File: src/rtl/router_pkg.sv
// Shared types for the N-port router control FSM: one-hot state encoding,
// decoded-output bundle and default sizing constants.
package router_pkg;

    localparam int NUM_PORTS_DEF      = 3;
    localparam int TIMEOUT_CYCLES_DEF = 64;
    localparam int STATE_W            = 9;

    typedef enum logic [STATE_W-1:0] {
        DECODE_ADDRESS     = 9'b0_0000_0001,
        WAIT_TILL_EMPTY    = 9'b0_0000_0010,
        LOAD_FIRST_DATA    = 9'b0_0000_0100,
        LOAD_DATA          = 9'b0_0000_1000,
        FIFO_FULL_STATE    = 9'b0_0001_0000,
        LOAD_AFTER_FULL    = 9'b0_0010_0000,
        LOAD_PARITY        = 9'b0_0100_0000,
        CHECK_PARITY_ERROR = 9'b0_1000_0000,
        DROP_PKT           = 9'b1_0000_0000
    } state_t;

    typedef struct packed {
        logic busy;
        logic detect_add;
        logic lfd_state;
        logic ld_state;
        logic laf_state;
        logic full_state;
        logic write_enb_reg;
        logic rst_int_reg;
        logic drop_state;
    } fsm_out_t;

    function automatic fsm_out_t state_decode(input state_t s);
        fsm_out_t o;
        o = '0;
        case (s)
            DECODE_ADDRESS:     o.detect_add = 1'b1;
            WAIT_TILL_EMPTY:    o.busy = 1'b1;
            LOAD_FIRST_DATA:    begin o.busy = 1'b1; o.lfd_state = 1'b1; end
            LOAD_DATA:          begin o.ld_state = 1'b1; o.write_enb_reg = 1'b1; end
            FIFO_FULL_STATE:    begin o.busy = 1'b1; o.full_state = 1'b1; end
            LOAD_AFTER_FULL:    begin o.busy = 1'b1; o.laf_state = 1'b1; o.write_enb_reg = 1'b1; end
            LOAD_PARITY:        begin o.busy = 1'b1; o.write_enb_reg = 1'b1; end
            CHECK_PARITY_ERROR: begin o.busy = 1'b1; o.rst_int_reg = 1'b1; end
            DROP_PKT:           o.drop_state = 1'b1;
            default:            o.detect_add = 1'b1;
        endcase
        return o;
    endfunction

endpackage

File: src/rtl/router_wait_timer.sv
// Wait-for-empty timer: counts cycles spent waiting and flags the terminal
// cycle. Only present when ROUTER_FSM_WAIT_TIMEOUT_EN is defined.
`ifdef ROUTER_FSM_WAIT_TIMEOUT_EN
module router_wait_timer #(
    parameter int TIMEOUT_CYCLES = 64
) (
    input  logic clock,
    input  logic resetn,
    input  logic run_i,
    output logic tc_o
);

    localparam int CNT_W = $clog2(TIMEOUT_CYCLES + 1);

    logic [CNT_W-1:0] cnt_q;

    // Counter restarts from zero every time the wait state is (re)entered.
    always_ff @(posedge clock) begin
        if (!resetn) begin
            cnt_q <= '0;
        end else if (run_i) begin
            cnt_q <= cnt_q + CNT_W'(1);
        end else begin
            cnt_q <= '0;
        end
    end

    assign tc_o = run_i && (cnt_q == CNT_W'(TIMEOUT_CYCLES - 1));

endmodule
`endif

File: src/rtl/router_fsm_nport.sv
// Router control FSM for NUM_PORTS output channels with Moore state decodes.
// Optional wait-for-empty timeout enabled by ROUTER_FSM_WAIT_TIMEOUT_EN.
module router_fsm_nport
    import router_pkg::*;
#(
    parameter int NUM_PORTS      = NUM_PORTS_DEF,
    parameter int ADDR_W         = (NUM_PORTS > 2) ? $clog2(NUM_PORTS) : 1,
    parameter int TIMEOUT_CYCLES = TIMEOUT_CYCLES_DEF
) (
    input  logic                 clock,
    input  logic                 resetn,
    input  logic                 pkt_valid,
    input  logic                 parity_done,
    input  logic [NUM_PORTS-1:0] soft_reset,
    input  logic                 fifo_full,
    input  logic                 low_pkt_valid,
    input  logic [NUM_PORTS-1:0] fifo_empty,
    input  logic [ADDR_W-1:0]    data_in,
    output logic                 busy,
    output logic                 detect_add,
    output logic                 lfd_state,
    output logic                 ld_state,
    output logic                 laf_state,
    output logic                 full_state,
    output logic                 write_enb_reg,
    output logic                 rst_int_reg,
    output logic                 drop_state,
    output logic                 timeout_err
);

    state_t            state_q, state_d;
    logic [ADDR_W-1:0] addr_q, addr_d;
    fsm_out_t          out_q;
    logic              timeout_q, timeout_d;

    logic soft_sel_s;
    logic empty_sel_s;
    logic empty_din_s;
    logic din_in_range_s;
    logic in_wait_s;
    logic tc_s;

    assign in_wait_s = (state_q == WAIT_TILL_EMPTY);

`ifdef ROUTER_FSM_WAIT_TIMEOUT_EN
    router_wait_timer #(
        .TIMEOUT_CYCLES (TIMEOUT_CYCLES)
    ) u_wait_timer (
        .clock  (clock),
        .resetn (resetn),
        .run_i  (in_wait_s),
        .tc_o   (tc_s)
    );
`else
    assign tc_s = 1'b0;
`endif

    // Channel selects; out-of-range addresses match no channel.
    always_comb begin
        soft_sel_s     = 1'b0;
        empty_sel_s    = 1'b0;
        empty_din_s    = 1'b0;
        din_in_range_s = 1'b0;
        for (int i = 0; i < NUM_PORTS; i++) begin
            soft_sel_s     = (addr_q  == ADDR_W'(i)) ? soft_reset[i] : soft_sel_s;
            empty_sel_s    = (addr_q  == ADDR_W'(i)) ? fifo_empty[i] : empty_sel_s;
            empty_din_s    = (data_in == ADDR_W'(i)) ? fifo_empty[i] : empty_din_s;
            din_in_range_s = din_in_range_s | (data_in == ADDR_W'(i));
        end
    end

    // Next-state logic: channel soft reset, then timeout, then normal flow.
    always_comb begin
        state_d   = state_q;
        addr_d    = addr_q;
        timeout_d = 1'b0;
        if ((state_q != DECODE_ADDRESS) && soft_sel_s) begin
            state_d = DECODE_ADDRESS;
        end else if (tc_s && !empty_sel_s) begin
            state_d   = DROP_PKT;
            timeout_d = 1'b1;
        end else begin
            case (state_q)
                DECODE_ADDRESS: begin
                    if (pkt_valid) begin
                        addr_d = data_in;
                        if (!din_in_range_s) begin
                            state_d = DROP_PKT;
                        end else if (empty_din_s) begin
                            state_d = LOAD_FIRST_DATA;
                        end else begin
                            state_d = WAIT_TILL_EMPTY;
                        end
                    end else begin
                        state_d = DECODE_ADDRESS;
                    end
                end
                WAIT_TILL_EMPTY: begin
                    if (empty_sel_s) begin
                        state_d = LOAD_FIRST_DATA;
                    end else begin
                        state_d = WAIT_TILL_EMPTY;
                    end
                end
                LOAD_FIRST_DATA: state_d = LOAD_DATA;
                LOAD_DATA: begin
                    if (fifo_full) begin
                        state_d = FIFO_FULL_STATE;
                    end else if (!pkt_valid) begin
                        state_d = LOAD_PARITY;
                    end else begin
                        state_d = LOAD_DATA;
                    end
                end
                FIFO_FULL_STATE: begin
                    if (!fifo_full) begin
                        state_d = LOAD_AFTER_FULL;
                    end else begin
                        state_d = FIFO_FULL_STATE;
                    end
                end
                LOAD_AFTER_FULL: begin
                    if (parity_done) begin
                        state_d = DECODE_ADDRESS;
                    end else if (low_pkt_valid) begin
                        state_d = LOAD_PARITY;
                    end else begin
                        state_d = LOAD_DATA;
                    end
                end
                LOAD_PARITY: state_d = CHECK_PARITY_ERROR;
                CHECK_PARITY_ERROR: begin
                    if (fifo_full) begin
                        state_d = FIFO_FULL_STATE;
                    end else begin
                        state_d = DECODE_ADDRESS;
                    end
                end
                DROP_PKT: begin
                    if (!pkt_valid) begin
                        state_d = DECODE_ADDRESS;
                    end else begin
                        state_d = DROP_PKT;
                    end
                end
                default: state_d = DECODE_ADDRESS;
            endcase
        end
    end

    // State, latched address and output decodes registered together so the
    // decodes track the current state with no extra latency.
    always_ff @(posedge clock) begin
        if (!resetn) begin
            state_q   <= DECODE_ADDRESS;
            addr_q    <= '0;
            out_q     <= state_decode(DECODE_ADDRESS);
            timeout_q <= 1'b0;
        end else begin
            state_q   <= state_d;
            addr_q    <= addr_d;
            out_q     <= state_decode(state_d);
            timeout_q <= timeout_d;
        end
    end

    assign busy          = out_q.busy;
    assign detect_add    = out_q.detect_add;
    assign lfd_state     = out_q.lfd_state;
    assign ld_state      = out_q.ld_state;
    assign laf_state     = out_q.laf_state;
    assign full_state    = out_q.full_state;
    assign write_enb_reg = out_q.write_enb_reg;
    assign rst_int_reg   = out_q.rst_int_reg;
    assign drop_state    = out_q.drop_state;
    assign timeout_err   = timeout_q;

endmodule

File: config.mk
export PLATFORM = sky130hd
export DESIGN_NAME = router_fsm_nport
export DESIGN_NICKNAME = d
export VERILOG_FILES = /design/src/rtl/router_pkg.sv /design/src/rtl/router_wait_timer.sv /design/src/rtl/router_fsm_nport.sv
export SDC_FILE = /design/constraint.sdc
export NUM_CORES = 1
export LEC_CHECK = 0
export ABC_AREA = 0
export CORE_ASPECT_RATIO = 0.9
export CORE_MARGIN = 1
export CORE_UTILIZATION = 48
export CTS_BUF_LIST = sky130_fd_sc_hd__clkbuf_16
export CTS_CLUSTER_DIAMETER = 100
export DETAILED_ROUTE_END_ITERATION = 7
export GPL_TIMING_DRIVEN = 0
export PLACE_DENSITY = 0.85
export SLEW_MARGIN = 10
export SYNTH_ARGS = -nofsm -noshare
export SYNTH_HDL_FRONTEND = slang
export SYNTH_HIERARCHICAL = 1
export SYNTH_SLANG_ARGS = --single-unit
File: constraint.sdc
create_clock -name clock -period 3 [get_ports clock]
set_input_delay 0.6 -clock clock [delete_from_list [all_inputs] [get_ports clock]]
set_output_delay 0.6 -clock clock [all_outputs]
set_load 0.01 [all_outputs]
# After elaboration in Yosys (flattened, before gate mapping)
# Cells that the tools add are included.
[word_totals]
latch_bits = 0
output_inout_bits = 10
mem_bits_ro = 0
elab_cells = 74
ff_bits = 20
mem_bits_rw = 0
memories = 0
[classes]
shift = 0
n_addsub = 0
n_eq_ne = 22
mul = 0
div = 0
n_lt_le_gt_ge = 0
n_mux = 31
n_reduce_logical = 7
bitwise_logic = 3
[op_table]
columns = ["operator", "count"]
rows = [
  ["$pmux W9 S9", 1],
  ["$mux W9", 4],
  ["$mux W7", 4],
  ["$eq A9 B2 Y1 const B", 2],
  ["$eq A9 B3 Y1 const B", 2],
  ["$eq A9 B4 Y1 const B", 2],
  ["$eq A9 B5 Y1 const B", 2],
  ["$eq A9 B6 Y1 const B", 2],
  ["$eq A9 B7 Y1 const B", 2],
  ["$eq A9 B8 Y1 const B", 2],
  ["$eq A9 B9 Y1 const B", 2],
  ["$mux W1", 18],
  ["$eq A9 B1 Y1 const B", 1],
  ["$ne A9 B1 Y1 const B", 1],
  ["$reduce_or A8 Y1", 1],
  ["$mux W3", 2],
  ["$mux W6", 1],
  ["$reduce_or A6 Y1", 1],
  ["$mux W5", 1],
  ["$eq A2 B1 Y1 const B", 2],
  ["$eq A2 B2 Y1 const B", 2],
  ["$logic_not A2 Y1", 2],
  ["$reduce_and A3 Y1", 1],
  ["$reduce_or A3 Y1", 1],
  ["other kinds (3)", 4],
]

# Longest topological paths before layout
# Gate-level depths: netlist of run 1.
[logic_depth]
depth_word = 12
mapped_depth = 6
mapped_depth_nobuf = 5

# Worst setup path before layout of run 1
# No wires, ideal clock.
[synth_timing]
path_type = "reg2reg"
start = "register state_q[4]"
end = "register out_q (netlist bit detect_add)"
period_less_slack_ns = 2.127
arrival_time_ns = 1.993
path_stages_with_launch = 6
path_buffers = 0
setup_slack_ns = 0.873
setup_ns = 0.134
path_cell_list = "dfxtp_1 > or4_4 > or4_4 > nor2_2 > or4_2 > or4b_1"
[synth_between]
elab_chain_cells = 6
elab_cells_between_ends = 23
classes_between = "eq/ne (18); mux (3); reduce/logical (2)"
[synth_rtl]
columns = ["item", "line", "rtl"]
rows = [
  ["start, declared", "router_fsm_nport.sv:31", "state_t state_q, state_d;"],
  ["start signal, assigned", "router_fsm_nport.sv:160", "state_q <= state_d;"],
  ["$eq A9 B9 Y1 (tied with other cells)", "router_fsm_nport.sv:83", "case (state_q)"],
  ["$pmux W9 S9 or $logic_and A1 B1 Y1 (tied branches)", "router_fsm_nport.sv:83, router_fsm_nport.sv:77", ""],
  ["$mux W9 *", "router_fsm_nport.sv:77", "if ((state_q != DECODE_ADDRESS) && soft_sel_s) begin"],
  ["$eq A9 B8 Y1 (tied with other cells)", "router_pkg.sv:36", "case (s)"],
  ["$reduce_or A8 Y1 (no line) *", "n/a", ""],
  ["$mux W1 *", "router_pkg.sv:36", ""],
  ["end signal, assigned", "router_fsm_nport.sv:157", "out_q <= state_decode(DECODE_ADDRESS);"],
  ["end signal, assigned", "router_fsm_nport.sv:162", "out_q <= state_decode(state_d);"],
  ["end, declared", "router_fsm_nport.sv:33", "fsm_out_t out_q;"],
]
# Mark *: on every way between the ends. The rest lies on a longest branch, timed or not.
# A chain may end at the register's enable or synchronous reset.

# Worst setup path in the final report of run 1
[layout_timing]
start = "register state_q[0]"
end = "register state_q[4]"
[layout_between]
elab_chain_cells = 3
elab_cells_between_ends = 13
classes_between = "eq/ne (10); mux (2); reduce/logical (1)"
[layout_rtl]
columns = ["item", "line"]
rows = [
  ["$eq A9 B9 Y1 (tied with other cells)", "router_fsm_nport.sv:83"],
  ["$pmux W9 S9 or $logic_and A1 B1 Y1 (tied branches)", "router_fsm_nport.sv:83, router_fsm_nport.sv:77"],
  ["$mux W9 *", "router_fsm_nport.sv:77"],
]
# Marks and branches as above.

==> flow_summary.toml, run 1 <==
[place]
place_hpwl_um = 1840
post_dp_cell_area_um2 = 1270
dpl.cell_count = 160
pre_cts_slack_ps = 643
gp_congestion = 0.853
port_buffers = 22

[timing]
relSlewSlack_pct = 51.0
setup-violations-final = 0
rsz0062_at_grt = "no"
max_freq_mhz = 424
setup_tns_ps = 0
fin_crit_sh_pct = 78.6
finalHoldViolCount = 0
final_max_slew_viol_count = 0
finalClockSkew_ps = 2.07
period_needed_ps = 2360
tightest_slew_ps = 728
worst_slack_ps = 643

[worst_setup_path]
cp_max_fo = 10
cp-end-kind = "flop"
cp_data_required_time_ps = 3160
crit_type = "flop to flop"
cp.arrival_ps = 2510
worstSetupStartpointType = "flop"

[synthesis]
synthArstFlopShare_pct = 0
synth_xor_area_share_pct = 3.44
synth_top_family_by_area = "simple AND/OR/NAND/NOR gates"
seq_area_frac_synth_pct = 39.3
synth_area_leaders = "dfxtp_1 (39%), mux2i_1 (5.9%), nor2_1 (3.7%)"
yosys.area_share.adder_pct = 0
synth_ff_type = "dfxtp_1"
synth_top_cell_area_share_pct = 39.3
synth_edf_count = 0
synth_compound_area_share_pct = 11.7
muxShareOfSynthArea_pct = 5.89
yosys_warnings = 6
synth_cell_types = 43
syn-num-nets = 127
synthCells = 113
yosys_register_bits = 20
yosys.area_share.simple_pct = 35.0
syn_area_per_cell_um2 = 9.02
synth_area_um2 = 1020
yosys.area.top_type = "dfxtp_1"

[detailed_routing]
routed_wl_um = 2730
routed_via_density = 6.35
drt-initial-drc-count = 40
via_count = 1041
dr.pass1.iters = 4
route.detailed.drc = 0
route.antenna.remaining_nets = 0
post_drt_wl_per_cell_um = 16.7

[clock_network]
cts-root-buf = "clkbuf_16"
htree_levels = 1
clk_latency_ps = 250
numCtsBuffers = 3
cts-resized-gates = 0
clk_pin_slew_ps = 50
post_cts_buffers = 0
ctsHoldBuffers = 0
cts_max_path_buffers = 2
cts_tree = "built"
cts_sinks = 20

[hold_path]
hp-class = "flop to flop"

[die]
die_area_um2 = 2310
row_count = 15
die_y_um = 45.7
die_x_um = 50.6
start_util_pct = 52.2
coreArea_um2 = 1950
ios = 24

[layout]
largest_reg_flops = 9
synthToLayoutAreaGrowth_pct = 32.4
antenna_cells = 0
regArea_um2 = 400
largest_register = "state_q"
drive_above_1_share_pct = 7.19
reg.largest.list = "state_q x9, addr_q x2"
nets = 154
multi_input_area_um2 = 574
instances_no_fill = 164
final_cell_area_um2 = 1350
fill_cells = 153

[power_and_ir_drop]
p_leak_nw = 0.504
p_per_area_nw_per_um2 = 553
pwr-share-seq_pct = 38.8
combPwrFrac_pct = 25.1
clkPwrFrac_pct = 36.1
ir_drop_v = 0.000453
p_total_w = 0.000746
p_int_w = 0.000549
swShare_pct = 26.4
switching_power_w = 0.000197

[grt]
met3_usage_pct = 6.00
grt_use_met2_pct = 46.1
track_usage_pct = 25.7
grt_pass1_vias = 884
grt_pass1_wl_um = 4260
grt.overflow.total = 0
antenna_found_initial = 0
grt_max_degree = 12
grt.busiest_layer = "met2"
grtUsageMet1_pct = 31.3

[run_status]
status = "complete, no violations"

[job]
max_cap_viol_count = 0
metal layers:
metal,share of wire [%],vias to the layer above
li1,-,482
met1,41,482
met2,49,63
met3,7.1,14
met4,2.5,0
met5,0,-
critical path, stage by stage (launching register included):
cell	delay [ps]
dfxtp_1	300
clkbuf_1	330
nor4b_1	440
nor3b_1	300
o21ai_0	260
clkbuf_1	320
a211oi_1	300
metrics by stage:
step / hold WS [ps] / util (%)
after global routing: 606 / 69.2
after CTS: 564 / 69.2
after detailed placement: 557 / 65.1
final: 559 / 69.2
after global placement: 536 / 65.1
after floorplan: 503 / -
synth_stat cells, types with 2 or more instances:
cell	n
a211oi_1	2
a21oi_1	3
clkbuf_1	6
dfxtp_1	20
inv_1	4
mux2i_1	6
nand2_1	3
nand3_1	2
nand4_1	4
nand4b_1	3
nor2_1	10
nor2b_1	2
nor3_1	7
nor4_1	3
nor4b_1	3
o21ai_0	2
or4_1	3
or4_4	2
or4b_1	2
xnor2_1	2
xor2_1	2
area by class of cell:
class | count | area share, %
buffer | 7 | 2.22
clock buffer | 3 | 5.56
clock inverter | 1 | 0.278
inverter | 4 | 1.11
multi-input combinational | 82 | 42.5
sequential | 20 | 29.7
tap | 25 | 2.32
timing repair buffer | 22 | 16.3
worst paths after layout:
kind / from / to / slack [ps] / depth (start not counted)
worst max-delay path: state_q[0] / state_q[4] / 640 / 6
worst min-delay path: addr_q[1] / addr_q[1] / 560 / 2
worst max register to register: state_q[0] / state_q[4] / 640 / 6
worst min register to register: addr_q[1] / addr_q[1] / 560 / 2
placed cells by master (no fill, tap or decap), types with 4 or more instances in the layout:
master,synthesis,layout
clkbuf_1,6,6
clkdlybuf4s50_1,0,22
dfxtp_1,20,20
inv_1,4,4
mux2i_1,6,6
nand4_1,4,4
nor2_1,10,10
nor3_1,7,7
power groups by stage:
stage / registers (W) / logic (W) / clock network [W]
after global routing: 0.000292 / 0.000198 / 0.000284
after CTS: 0.000290 / 0.000182 / 0.000272
after global placement: 0.000295 / 0.000174 / 0
after floorplan: 0.000298 / 0.000117 / 0
after detailed placement: 0.000295 / 0.000179 / 0
final: 0.000290 / 0.000187 / 0.000269
kinds of logic after synthesis:
family | count (synthesis)
XOR/XNOR | 4
AND/OR/NAND/NOR | 55
buffers and inverters | 11
other | 1
multiplexers | 6
AO/OA/AOI/OAI | 16
flip-flops | 20
Note: power is estimated with default switching activity, not from simulation.
==> run 2: changes to the inputs <==
--- a/config.mk
+++ b/config.mk
@@ -8,12 +8,12 @@
 export ABC_AREA = 0
 export CORE_ASPECT_RATIO = 0.9
 export CORE_MARGIN = 1
-export CORE_UTILIZATION = 48
+export CORE_UTILIZATION = 43
 export CTS_BUF_LIST = sky130_fd_sc_hd__clkbuf_16
 export CTS_CLUSTER_DIAMETER = 100
 export DETAILED_ROUTE_END_ITERATION = 7
 export GPL_TIMING_DRIVEN = 0
-export PLACE_DENSITY = 0.85
+export PLACE_DENSITY = 0.81
 export SLEW_MARGIN = 10
 export SYNTH_ARGS = -nofsm -noshare
 export SYNTH_HDL_FRONTEND = slang
==> constraint.sdc (replaced) <==
create_clock -name clock -period 2.1 [get_ports clock]
set_input_delay 0.42 -clock clock [delete_from_list [all_inputs] [get_ports clock]]
set_output_delay 0.42 -clock clock [all_outputs]
set_load 0.01 [all_outputs]
==> run 2 against run 1 <==
  * The flow now finishes with violations (setup timing)
  * Power up 47%
  * Die area up 11%
  * Hold slack worse by 22 ps
  * Global-route usage down 4.4 points
  * Sequential power up 48%
  * Highest routed layer unchanged
==> flow_summary.toml, run 2 (synthesis results as in run 1) <==
[layout]
largest_reg_flops = 9
largest_register = "state_q"
drive_above_1_share_pct = 17.6
instances_no_fill = 169
antenna_cells = 0
layout_common_cells = "clkdlybuf4s50_1 (22), dfxtp_1 (15), nor2_1 (10)"
reg.largest.list = "state_q x9, addr_q x2"
nets = 157
final_common_cell = "clkdlybuf4s50_1"
fill_cells = 197
synthToLayoutAreaGrowth_pct = 40.7

[die]
coreArea_um2 = 2200
row_count = 16
die_x_um = 53.3
start_util_pct = 46.3
die_area_um2 = 2570
die_y_um = 48.2
ios = 24

[timing]
final_max_slew_viol_count = 0
finalHoldViolCount = 0
setup-violations-final = 2
worst_slack_ps = -42.5
max_freq_mhz = 467
fin_crit_sh_pct = 102
period_needed_ps = 2140
finalClockSkew_ps = 2.59
rsz0062_at_grt = "yes"

[worst_setup_path]
path_cells = "or4_4 > or4_4 > nor2_4 > or4_4 > or4b_1"
r2r_setup_slack_ps = -40
crit_type = "flop to flop"
cp_data_required_time_ps = 2230
cp-startpoint = "state_q[5]"
crit_top_cell = "or4_4"
cp.arrival_ps = 2270
r2r-end = "state_q[0]"
crit_end = "state_q[0]"
r2r_cells = 5
worstSetupStartpointType = "flop"
critPathBufInv = 0
worstReg2RegStart = "state_q[5]"
cp_num_cells = 5
crit_family = "simple AND/OR/NAND/NOR gates"
cp-end-kind = "flop"
max_stage_delay_ps = 540
cp_slowest_cell = "or4_4"
cp_max_fo = 5

[run_status]
status = "finished, violations left"
violations = "setup timing"

[detailed_routing]
route.detailed.drc = 0
dr.pass1.iters = 4
routed_wl_um = 2630
post_drt_wl_per_cell_um = 15.6
route.antenna.remaining_nets = 0
drt-initial-drc-count = 30
routed_via_density = 6.01
via_count = 1015

[grt]
grt.overflow.total = 0
antenna_found_initial = 0
grt_max_degree = 12
grt_pass1_wl_um = 3770
grt_pass1_vias = 874
track_usage_pct = 21.3

[place]
gp_congestion = 0.874
dpl.cell_count = 162
port_buffers = 22
place_hpwl_um = 1830

[power_and_ir_drop]
p_total_w = 0.00110
p_leak_nw = 0.550
p_per_area_nw_per_um2 = 766
ir_drop_v = 0.000665

[clock_network]
cts-root-buf = "clkbuf_16"
numCtsBuffers = 3
htree_levels = 1
cts_tree = "built"
ctsHoldBuffers = 0
clk_latency_ps = 250
cts_sinks = 20
clk_pin_slew_ps = 60
cts_max_path_buffers = 2

[job]
max_cap_viol_count = 0

[hold_path]
hp-class = "flop to flop"
==> run 2: power by group <==
group | internal [W] | switching, W
clock network | 0.000254 | 0.000141
logic | 0.000151 | 0.000124
registers | 0.000400 | 0.0000300
==> run 2: per-layer routing <==
| metal | wire (µm) | vias to the layer above | GRT usage, % | part of all wire [%] |
|---|---|---|---|---|
| met4 | 57 | 0 | 9.47 | 2.2 |
| met5 | 0 | - | 0 | 0 |
| met1 | 1080 | 477 | 22.9 | 41 |
| met2 | 1330 | 44 | 37.8 | 50 |
| met3 | 168 | 9 | 8.41 | 6.4 |
| li1 | - | 485 | - | - |
==> run 2: how the worst min path moves through the flow <==
| stage | start | endpoint | slack, ps | cells after the start |
|---|---|---|---|---|
| final | state_q[6] | state_q[7] | 540 | 2 |
| after global routing | state_q[6] | state_q[7] | 570 | 2 |
| after CTS | addr_q[1] | addr_q[1] | 570 | 2 |
| after detailed placement | addr_q[1] | addr_q[1] | 560 | 2 |
| after global placement | addr_q[1] | addr_q[1] | 540 | 2 |
| after floorplan | fifo_full | laf_state | 500 | 1 |
==> run 2: worst min-delay path: stages (launching register included) <==
cell,delay (ps)
dfxtp_2,360
nand4_1,100
nor2_1,40
==> run 2: cell type report <==
class,instances,area [µm²],share of cell area [%]
tap,27,33.8,2.35
buffer,4,20.0,1.39
timing repair buffer,28,265,18.5
inverter,4,15.0,1.05
multi-input combinational,82,608,42.4
clock inverter,1,3.75,0.262
clock buffer,3,75.1,5.23
sequential,20,414,28.9
==> run 2: repair_timing <==
item                                    in CTS  in global routing
resized for setup                            5                  9
endpoints found under the setup margin      13                 15
pin swaps                                    3                  3
setup buffers                                3                  3
==> run 2: through the flow <==
step / util [%] / setup slack, ps / setup TNS (ps) / cell area (µm²) / hold slack [ps]
final: 65.2 / -42.5 / -80.6 / 1440 / 537
after global routing: 65.2 / -108 / -532 / 1440 / 571
after detailed placement: 58.1 / -80.5 / -581 / 1280 / 561
after floorplan: - / 34.8 / 0 / 1020 / 499
after global placement: 58.1 / -85.9 / -278 / 1280 / 545
after CTS: 63.4 / -27.5 / -70.3 / 1400 / 574
